===== src/rtl/ltpi_dc_responder.sv =====
// LTPI management data channel responder: executes one decoded request frame as a
// local bus access and returns a tagged response. Optional parity: LTPI_DC_RESP_PARITY_EN.
module ltpi_dc_responder #(
  parameter int ADDR_W      = 32,
  parameter int DATA_W      = 32,
  parameter int TIMEOUT_CYC = 256
) (
  input  logic                clk,
  input  logic                reset_n,
  input  logic                req_valid,
  output logic                req_ready,
  input  logic [1:0]          req_cmd,
  input  logic [7:0]          req_tag,
  input  logic [ADDR_W-1:0]   req_addr,
  input  logic [DATA_W-1:0]   req_wdata,
  input  logic [DATA_W/8-1:0] req_be,
`ifdef LTPI_DC_RESP_PARITY_EN
  input  logic                req_parity,
  output logic                resp_parity,
`endif
  output logic                bus_req,
  output logic                bus_we,
  output logic [ADDR_W-1:0]   bus_addr,
  output logic [DATA_W-1:0]   bus_wdata,
  output logic [DATA_W/8-1:0] bus_be,
  input  logic                bus_ack,
  input  logic                bus_err,
  input  logic [DATA_W-1:0]   bus_rdata,
  output logic                resp_valid,
  input  logic                resp_ready,
  output logic [1:0]          resp_cmd,
  output logic [7:0]          resp_tag,
  output logic [1:0]          resp_status,
  output logic [DATA_W-1:0]   resp_rdata
);

  localparam int BE_W  = DATA_W / 8;
  localparam int CNT_W = (TIMEOUT_CYC > 2) ? $clog2(TIMEOUT_CYC) : 1;

  localparam logic [1:0] ST_OK      = 2'b00;
  localparam logic [1:0] ST_BUSERR  = 2'b01;
  localparam logic [1:0] ST_TIMEOUT = 2'b10;
  localparam logic [1:0] ST_UNSUP   = 2'b11;

  typedef enum logic [1:0] {S_IDLE, S_BUS, S_RESP} state_t;

  state_t              state_reg, state_next;
  logic                req_ready_reg;
  logic [1:0]          cmd_reg;
  logic [7:0]          tag_reg;
  logic [ADDR_W-1:0]   addr_reg;
  logic [DATA_W-1:0]   wdata_reg;
  logic [BE_W-1:0]     be_reg;
  logic [CNT_W-1:0]    cnt_reg;
  logic [1:0]          status_reg, status_next;
  logic [DATA_W-1:0]   rdata_reg, rdata_next;
  logic                resp_load;
  logic                accept;
  logic                par_err;
  logic                timeout_hit;

  assign accept      = (state_reg == S_IDLE) & req_valid & req_ready_reg;
  assign timeout_hit = (cnt_reg == CNT_W'(TIMEOUT_CYC - 1));

`ifdef LTPI_DC_RESP_PARITY_EN
  logic resp_parity_reg;
  logic resp_parity_next;

  assign par_err = req_parity ^ (^{req_cmd, req_tag, req_addr, req_wdata, req_be});

  // In IDLE the response is built straight from the request fields, not the holding registers.
  assign resp_parity_next = ^{(state_reg == S_IDLE) ? req_cmd : cmd_reg,
                              (state_reg == S_IDLE) ? req_tag : tag_reg,
                              status_next, rdata_next};

  always_ff @(posedge clk or negedge reset_n) begin
    if (!reset_n) begin
      resp_parity_reg <= 1'b0;
    end else if (resp_load) begin
      resp_parity_reg <= resp_parity_next;
    end
  end

  assign resp_parity = resp_parity_reg;
`else
  assign par_err = 1'b0;
`endif

  always_comb begin
    state_next  = state_reg;
    status_next = status_reg;
    rdata_next  = rdata_reg;
    resp_load   = 1'b0;
    case (state_reg)
      S_IDLE: begin
        if (accept) begin
          if (req_cmd[1] || par_err) begin
            state_next  = S_RESP;
            status_next = ST_UNSUP;
            rdata_next  = '0;
            resp_load   = 1'b1;
          end else begin
            state_next = S_BUS;
          end
        end
      end
      S_BUS: begin
        // An ack arriving on the timeout cycle still completes the access.
        if (bus_ack) begin
          state_next  = S_RESP;
          status_next = bus_err ? ST_BUSERR : ST_OK;
          rdata_next  = (!bus_err && !cmd_reg[0]) ? bus_rdata : '0;
          resp_load   = 1'b1;
        end else if (timeout_hit) begin
          state_next  = S_RESP;
          status_next = ST_TIMEOUT;
          rdata_next  = '0;
          resp_load   = 1'b1;
        end
      end
      S_RESP: begin
        if (resp_ready) begin
          state_next = S_IDLE;
        end
      end
      default: state_next = S_IDLE;
    endcase
  end

  always_ff @(posedge clk or negedge reset_n) begin
    if (!reset_n) begin
      state_reg     <= S_IDLE;
      req_ready_reg <= 1'b0;
      cmd_reg       <= '0;
      tag_reg       <= '0;
      addr_reg      <= '0;
      wdata_reg     <= '0;
      be_reg        <= '0;
      cnt_reg       <= '0;
      status_reg    <= '0;
      rdata_reg     <= '0;
    end else begin
      state_reg     <= state_next;
      req_ready_reg <= (state_next == S_IDLE);
      if (accept) begin
        cmd_reg   <= req_cmd;
        tag_reg   <= req_tag;
        addr_reg  <= req_addr;
        wdata_reg <= req_wdata;
        be_reg    <= req_be;
      end
      // Counter reads zero on the first BUS cycle of every access.
      if (state_reg == S_BUS && state_next == S_BUS) begin
        cnt_reg <= cnt_reg + CNT_W'(1);
      end else begin
        cnt_reg <= '0;
      end
      if (resp_load) begin
        status_reg <= status_next;
        rdata_reg  <= rdata_next;
      end
    end
  end

  assign req_ready   = req_ready_reg;
  assign bus_req     = (state_reg == S_BUS);
  assign bus_we      = (state_reg == S_BUS) & cmd_reg[0];
  assign bus_addr    = addr_reg;
  assign bus_wdata   = wdata_reg;
  assign bus_be      = be_reg;
  assign resp_valid  = (state_reg == S_RESP);
  assign resp_cmd    = cmd_reg;
  assign resp_tag    = tag_reg;
  assign resp_status = status_reg;
  assign resp_rdata  = rdata_reg;

endmodule


===== config.mk =====
export PLATFORM = sky130hd
export DESIGN_NAME = ltpi_dc_responder
export DESIGN_NICKNAME = d
export VERILOG_FILES = /design/src/rtl/ltpi_dc_responder.sv
export SDC_FILE = /design/constraint.sdc
export NUM_CORES = 1
export LEC_CHECK = 0
export CORE_ASPECT_RATIO = 1.25
export CORE_UTILIZATION = 44
export CTS_BUF_LIST = sky130_fd_sc_hd__clkbuf_16
export CTS_CLUSTER_DIAMETER = 120
export DETAILED_ROUTE_END_ITERATION = 8
export PLACE_DENSITY_LB_ADDON = 0.3
export SKIP_LAST_GASP = 1
export SLEW_MARGIN = 20
export SYNTH_ARGS = -nofsm -noshare
export SYNTH_HDL_FRONTEND = slang
export SYNTH_SLANG_ARGS = --single-unit

===== constraint.sdc =====
create_clock -name clk -period 2.4 [get_ports clk]
set_input_delay 0.24 -clock clk [delete_from_list [all_inputs] [get_ports clk]]
set_output_delay 0.24 -clock clk [all_outputs]
set_load 0.05 [all_outputs]

==> results of run 1 <==
-- timing repair --
action                                  CTS  global route
resized for setup                         1             0
hold buffers                              1             0
endpoints found under the setup margin    1             0
endpoints found under the hold margin    41             0
setup buffers                             0             0
-- metrics by stage --
| stage | instances | hold WS (ns) | setup slack (ns) |
|---|---|---|---|
| floorplan | 296 | -0.0556 | 0.625 |
| global placement | 651 | 0.271 | 0.463 |
| detailed placement | 651 | 0.285 | 0.414 |
| CTS | 684 | 0.405 | 0.0858 |
| global route | 684 | 0.428 | 0.0261 |
| finish | 684 | 0.404 | 0.114 |
-- metal layers --
layer / global-route usage (%) / wire length (um)
met1: 27.0 / 4870
met2: 37.0 / 5910
met3: 10.2 / 1290
met4: 7.39 / 95
met5: 0 / 0
-- cell usage after synthesis (all sizes together), types with 2 or more instances --
master and count:
and3 2, a22o 32, nand2 7, dfrtp 123, xor2 5, o21ai 2
nand3 4, and2 2, nor2 9, inv 3, mux2 77, buf 15
-- how the worst max path moves through the flow --
stage / slack [ns] / end / cells after the start
2_1_floorplan: 0.62 / bus_wdata[10] / 5
3_5_place_dp: 0.41 / state_reg[1] / 6
4_1_cts: 0.09 / bus_req / 3
5_1_grt: 0.03 / bus_req / 3
6_report: 0.11 / bus_req / 3
3_3_place_gp: 0.46 / bus_we / 4
-- kinds of logic after synthesis --
| group | after synthesis | synth area share (%) |
|---|---|---|
| AND/OR/NAND/NOR | 30 | 3.32 |
| buffers and inverters | 18 | 2.61 |
| AO/OA/AOI/OAI | 41 | 7.99 |
| XOR/XNOR | 6 | 1.11 |
| flip-flops | 123 | 64.9 |
| adder cells (fa/ha/maj) | 1 | 0.264 |
| multiplexers | 77 | 19.9 |
-- power groups by stage --
stage | combinational (mW) | sequential [mW] | clock (mW)
2_1_floorplan | 1.57 | 6.42 | 0
3_3_place_gp | 6.75 | 3.42 | 0
3_5_place_dp | 6.84 | 3.48 | 0
4_1_cts | 6.87 | 3.47 | 2.72
5_1_grt | 7.07 | 3.56 | 2.83
6_report | 6.82 | 3.46 | 2.67
-- cell type report --
| cell class | count | area (um^2) | area share (%) |
|---|---|---|---|
| clock buffer | 17 | 425 | 5.43 |
| inverter | 3 | 11.3 | 0.144 |
| clock inverter | 15 | 198 | 2.53 |
| sequential | 123 | 3080 | 39.3 |
| timing repair buffer | 239 | 2400 | 30.6 |
| multi-input combinational | 155 | 1550 | 19.9 |
| tap | 132 | 165 | 2.11 |
==> impl_metrics.env, run 1 <==
export IMPL_r2r_setup_slack_ns=0.61
export IMPL_port_buffer_count=231
export IMPL_max_freq_mhz=437
export IMPL_top_level_ports=232
export IMPL_post_synth_top_area_fraction_pct=64.9
export IMPL_design_core_area_um2=10600
export IMPL_detailedRoute_firstIterationViolations=94
export IMPL_dr_pass1_iters=4
export IMPL_total_power_mw=12.9
export IMPL_critical_path_buf_inv_count=2
export IMPL_fillers=683
export IMPL_layout_cells_most_common_list="229 x sky130_fd_sc_hd__clkdlybuf4s50_1, 123 x sky130_fd_sc_hd__dfrtp_1, 57 x sky130_fd_sc_hd__mux2_2, 32 x sky130_fd_sc_hd__a22o_1, 20 x sky130_fd_sc_hd__mux2_4"
export IMPL_cellInternalPower_mw=7.32
export IMPL_mappedNetlistArea_um2=4750
export IMPL_drcViolationCount=0
export IMPL_cpMaxStageDelayCell="sky130_fd_sc_hd__clkdlybuf4s50_1"
export IMPL_placer_congestion_estimate=0.766
export IMPL_synthTopCellsByArea="sky130_fd_sc_hd__dfrtp_1 65%, sky130_fd_sc_hd__mux2_2 14%, sky130_fd_sc_hd__mux2_4 6.3%"
export IMPL_drv_slew=0
export IMPL_number_of_buffers_added_by_the_clock_tree_synthesis_step=17
export IMPL_grt_pass1_wl_um=19300
export IMPL_worst_hold_path_type="in2async"
export IMPL_drive_gt1_share_pct=21.9
export IMPL_dpl_cell_area_um2=7200
export IMPL_status="finished, final reports clean"
export IMPL_setup_worst_path_start_class="register"
export IMPL_clock_sink_count=123
export IMPL_end_kind="output port"
export IMPL_finalSetupViolations=0
export IMPL_post_dp_hpwl_um=8640
export IMPL_rows=42
export IMPL_number_of_antenna_violations_at_the_first_check_in_global_routing=0
export IMPL_clock_latency_of_the_later_clocked_register_in_the_worst_skew_pair_ns=0.40
export IMPL_timing_worst_slew_pin_value_ns=0.580
export IMPL_ant_diodes=0
export IMPL_leakagePower_nw=3.36
export IMPL_data_arrival_time_of_the_critical_path_ns=2.05
export IMPL_die_h_um=118
export IMPL_main_synth_ff_type="sky130_fd_sc_hd__dfrtp_1"
export IMPL_timing_critical_path_cells="nand2b_1, inv_2, clkdlybuf4s50_1"
export IMPL_cts_tree="built"
export IMPL_power_ir_vdd_worst_mv=1.11
export IMPL_via_count_of_the_first_global_routing_pass=3726
export IMPL_power_combinational_fraction_pct=52.7
export IMPL_finalWorstPathRequiredPeriod_ns=2.29
export IMPL_worst_r2r_endpoint="resp_rdata[23]"
export IMPL_switching_power_mw=5.62
export IMPL_worst_endpoint_required_ns=2.16
export IMPL_viasPerCell=5.00
export IMPL_sequential_element_share_of_the_synthesized_area_pct=64.9
export IMPL_fin_crit_sh_pct=95.2
export IMPL_report_final_hold_viol_count=0
export IMPL_grt_util_all_layers_pct=22.9
export IMPL_drv_cap=0
export IMPL_grt_max_degree=56
export IMPL_count_of_unique_library_cells_instantiated_by_yosys=30
export IMPL_worstReg2RegStart="cnt_reg[0]"
export IMPL_final_common_cell="sky130_fd_sc_hd__clkdlybuf4s50_1"
export IMPL_critPathMaxFanout=6
export IMPL_post_synth_inst_count=296
export IMPL_post_synth_cell_area_avg_um2=16.0
export IMPL_critPathTopFamily="buffers and inverters"
export IMPL_final_area_um2=7830
export IMPL_clk_pin_slew_worst_paths_ns=0.06
export IMPL_power_frac_clock_pct=20.6
export IMPL_synthDominantAreaCellType="sky130_fd_sc_hd__dfrtp_1"
export IMPL_rsz0062_at_grt="no"
export IMPL_p_seq_share_pct=26.7
export IMPL_postSynthNetCount=413
export IMPL_pd_cells_nw_per_um2=1650
export IMPL_dr_total_vias=3421
export IMPL_area_growth_synth_to_final_pct=64.9
export IMPL_buffer_levels_on_the_longest_clock_path=2
export IMPL_wire_length_per_cell_um=17.8
export IMPL_htree_num_levels=4
export IMPL_route_antenna_remaining_nets=0
export IMPL_max_slew_margin_rel_pct=61.2
export IMPL_finalWirelength_um=12200
export IMPL_synth_async_reset_ratio_pct=100
export IMPL_final_nets=656
export IMPL_post_route_util_pct=74.1
export IMPL_sw_share_pct=43.5
export IMPL_die_area_um2=11200
export IMPL_ff2ff_path_depth=5
export IMPL_die_width_um=94.9
export IMPL_cts_root_buffer="sky130_fd_sc_hd__clkbuf_16"
export IMPL_final_setup_tns_ns=0
export IMPL_ys_ff_latch=123
export IMPL_cp_slowest_stage_delay_ns=0.82
export IMPL_skew_ns=0.00724
export IMPL_initial_core_util_pct=44.9
export IMPL_critPathKind="reg2out"
export IMPL_worst_setup_path_startpoint="state_reg[1]"
export IMPL_post_synth_edffs=0
export IMPL_grt_ovfl_total=0
export IMPL_synth_warnings=0
Power figures use the tool's default switching activity.
==> run 2, diff against run 1 <==
--- a/config.mk
+++ b/config.mk
@@ -16,3 +16,4 @@
 export SYNTH_ARGS = -nofsm -noshare
 export SYNTH_HDL_FRONTEND = slang
 export SYNTH_SLANG_ARGS = --single-unit
+export TNS_END_PERCENT = 30
==> results of run 2 <==
Same layout as run 1: the final DEF is identical, and so are final timing and power.
==> run 3, diff against run 2 <==
--- a/config.mk
+++ b/config.mk
@@ -10,6 +10,7 @@
 export CTS_BUF_LIST = sky130_fd_sc_hd__clkbuf_16
 export CTS_CLUSTER_DIAMETER = 120
 export DETAILED_ROUTE_END_ITERATION = 8
+export HOLD_SLACK_MARGIN = 0.05
 export PLACE_DENSITY_LB_ADDON = 0.3
 export SKIP_LAST_GASP = 1
 export SLEW_MARGIN = 20
==> results of run 3 <==
Same layout as run 1: the final DEF is identical, and so are final timing and power.
==> edit (config.mk and constraints of run 3) <==
Put one more register stage on the output `resp_status`, cleared by the reset. The value now appears one clock later. The other outputs are not delayed to match.
--- a/src/rtl/ltpi_dc_responder.sv
+++ b/src/rtl/ltpi_dc_responder.sv
@@ -171,7 +171,13 @@
   assign resp_valid  = (state_reg == S_RESP);
   assign resp_cmd    = cmd_reg;
   assign resp_tag    = tag_reg;
-  assign resp_status = status_reg;
+  always_ff @(posedge clk or negedge reset_n) begin
+    if (!reset_n) begin
+      resp_status <= '0;
+    end else begin
+      resp_status <= status_reg;
+    end
+  end
   assign resp_rdata  = rdata_reg;
 
 endmodule
Check against the original RTL: not equivalent (Yosys sat finds a counterexample within 4 cycles, from zero or initial values and one cycle with reset_n low).
==> edit against run 3 <==
Routed wire length decreased by 0.62%. Highest routed layer unchanged. Critical path depth unchanged. Hold slack got worse by 44 ps. Area after synthesis increased by 1.1%. Sequential cell count increased by 2. Final area decreased by 0.72%. Global-route usage decreased by 0.62 points. Setup slack improved by 9.7 ps. Final cell count decreased by 0.15%. Power decreased by 3.0%. Clock skew about the same.
==> edit: results (changes against run 3) <==
Routing
The iteration count of the initial detailed-routing pass was 4 (unchanged). The via density per instance is 5.10 (+2.0%). The number of DRC markers in iteration 0 is 93 (-1.1%). The routed length per placed instance is 17.7 microns (-0.48%).

Placed design
The HPWL after detailed placement was 8870 microns (+2.7%). The routability congestion estimate is 0.755 (-1.4%).

Timing
The post-route clock skew was 7.61 ps (+0.361 ps). The worst max-slew margin expressed relative to the limit was 61.4% (+0.20 points). The hold slack is 360 ps (-44.0 ps).

Global routing
The global router's overall resource usage is 22.3% (-0.62 points). The global-route wire length before repair is 18700 microns (-3.2%). The maximum number of pins on one net before global-route repair came to 63 (+13%). The number of global-route vias before repair is 3693 (-0.89%).

Worst setup path
The capturing point of the worst reg2reg path is resp_rdata[4]$_DFFE_PN0P_. The logic depth of the worst register-to-register path came to 5 (unchanged). The highest cell delay on the worst timing path is 820 ps (about the same).

Yosys
The xor and xnor fraction of the mapped netlist area was 1.10% (-0.012 points). After synthesis, the most frequently instantiated cells are 125 x dfrtp_1, 57 x mux2_2, 32 x a22o_1. By area the synthesized netlist is led by dfrtp_1 65%, mux2_2 13%, mux2_4 6.3%.

The share of synthesized area occupied by flip-flops and latches is 65.2% (+0.37 points). The multiplexer share of the synthesized area is 19.6% (-0.21 points). The complex-gate fraction of the synthesized area was 7.91% (-0.083 points). The post-synth net total came to 415 (+0.48%).

Run status
The run finished with clean final reports.

Power and ir drop
The highest ir drop seen on vdd is 0.880 mV (-21%). The leakage power was 3.35 nW (-0.19%). The combinational share of power is 54.5% (+1.8 points). The power drawn by the combinational cells came to 6.84 mW (about the same).

Layout
The final net count is 657 (+0.15%). The number of fillers in the final layout is 710 (+4.0%). The ratio of cells with drive above 1 in the final layout is 20.9% (-1.0 points).

Clock network
The clock insertion delay at the later pin of the skew report came to 400 ps (about the same).
==> edit: final cells by class <==
cell class                 instances  area share, %
sequential                       125           40.3
inverter                           3          0.145
timing repair buffer             238           30.9
clock inverter                    13           1.11
clock buffer                      17           5.47
multi-input combinational        155           20.0
tap                              132           2.13
==> edit: repair_timing <==
action                                  in CTS  in global routing
endpoints found under the setup margin       1                  0
hold buffers                                 1                  0
endpoints found under the hold margin       37                  0
buffers inserted                             0                  0
gates resized for setup                      1                  0
==> edit: metrics by stage <==
| stage | area, sq um | setup slack, ps | cells |
|---|---|---|---|
| after global placement | 7250 | 463 | 652 |
| after detailed placement | 7250 | 407 | 652 |
| after floorplan | 4800 | 625 | 298 |
| final | 7770 | 124 | 683 |
| after global routing | 7770 | 25.2 | 683 |
| after CTS | 7770 | 104 | 683 |
==> edit: metal layers <==
layer	vias up	global-route usage [%]	part of all wire [%]
met5	-	0	0
met4	0	8.58	2.8
met3	26	9.20	8.6
met2	164	35.6	49
met1	1736	26.5	39
li1	1560	-	-
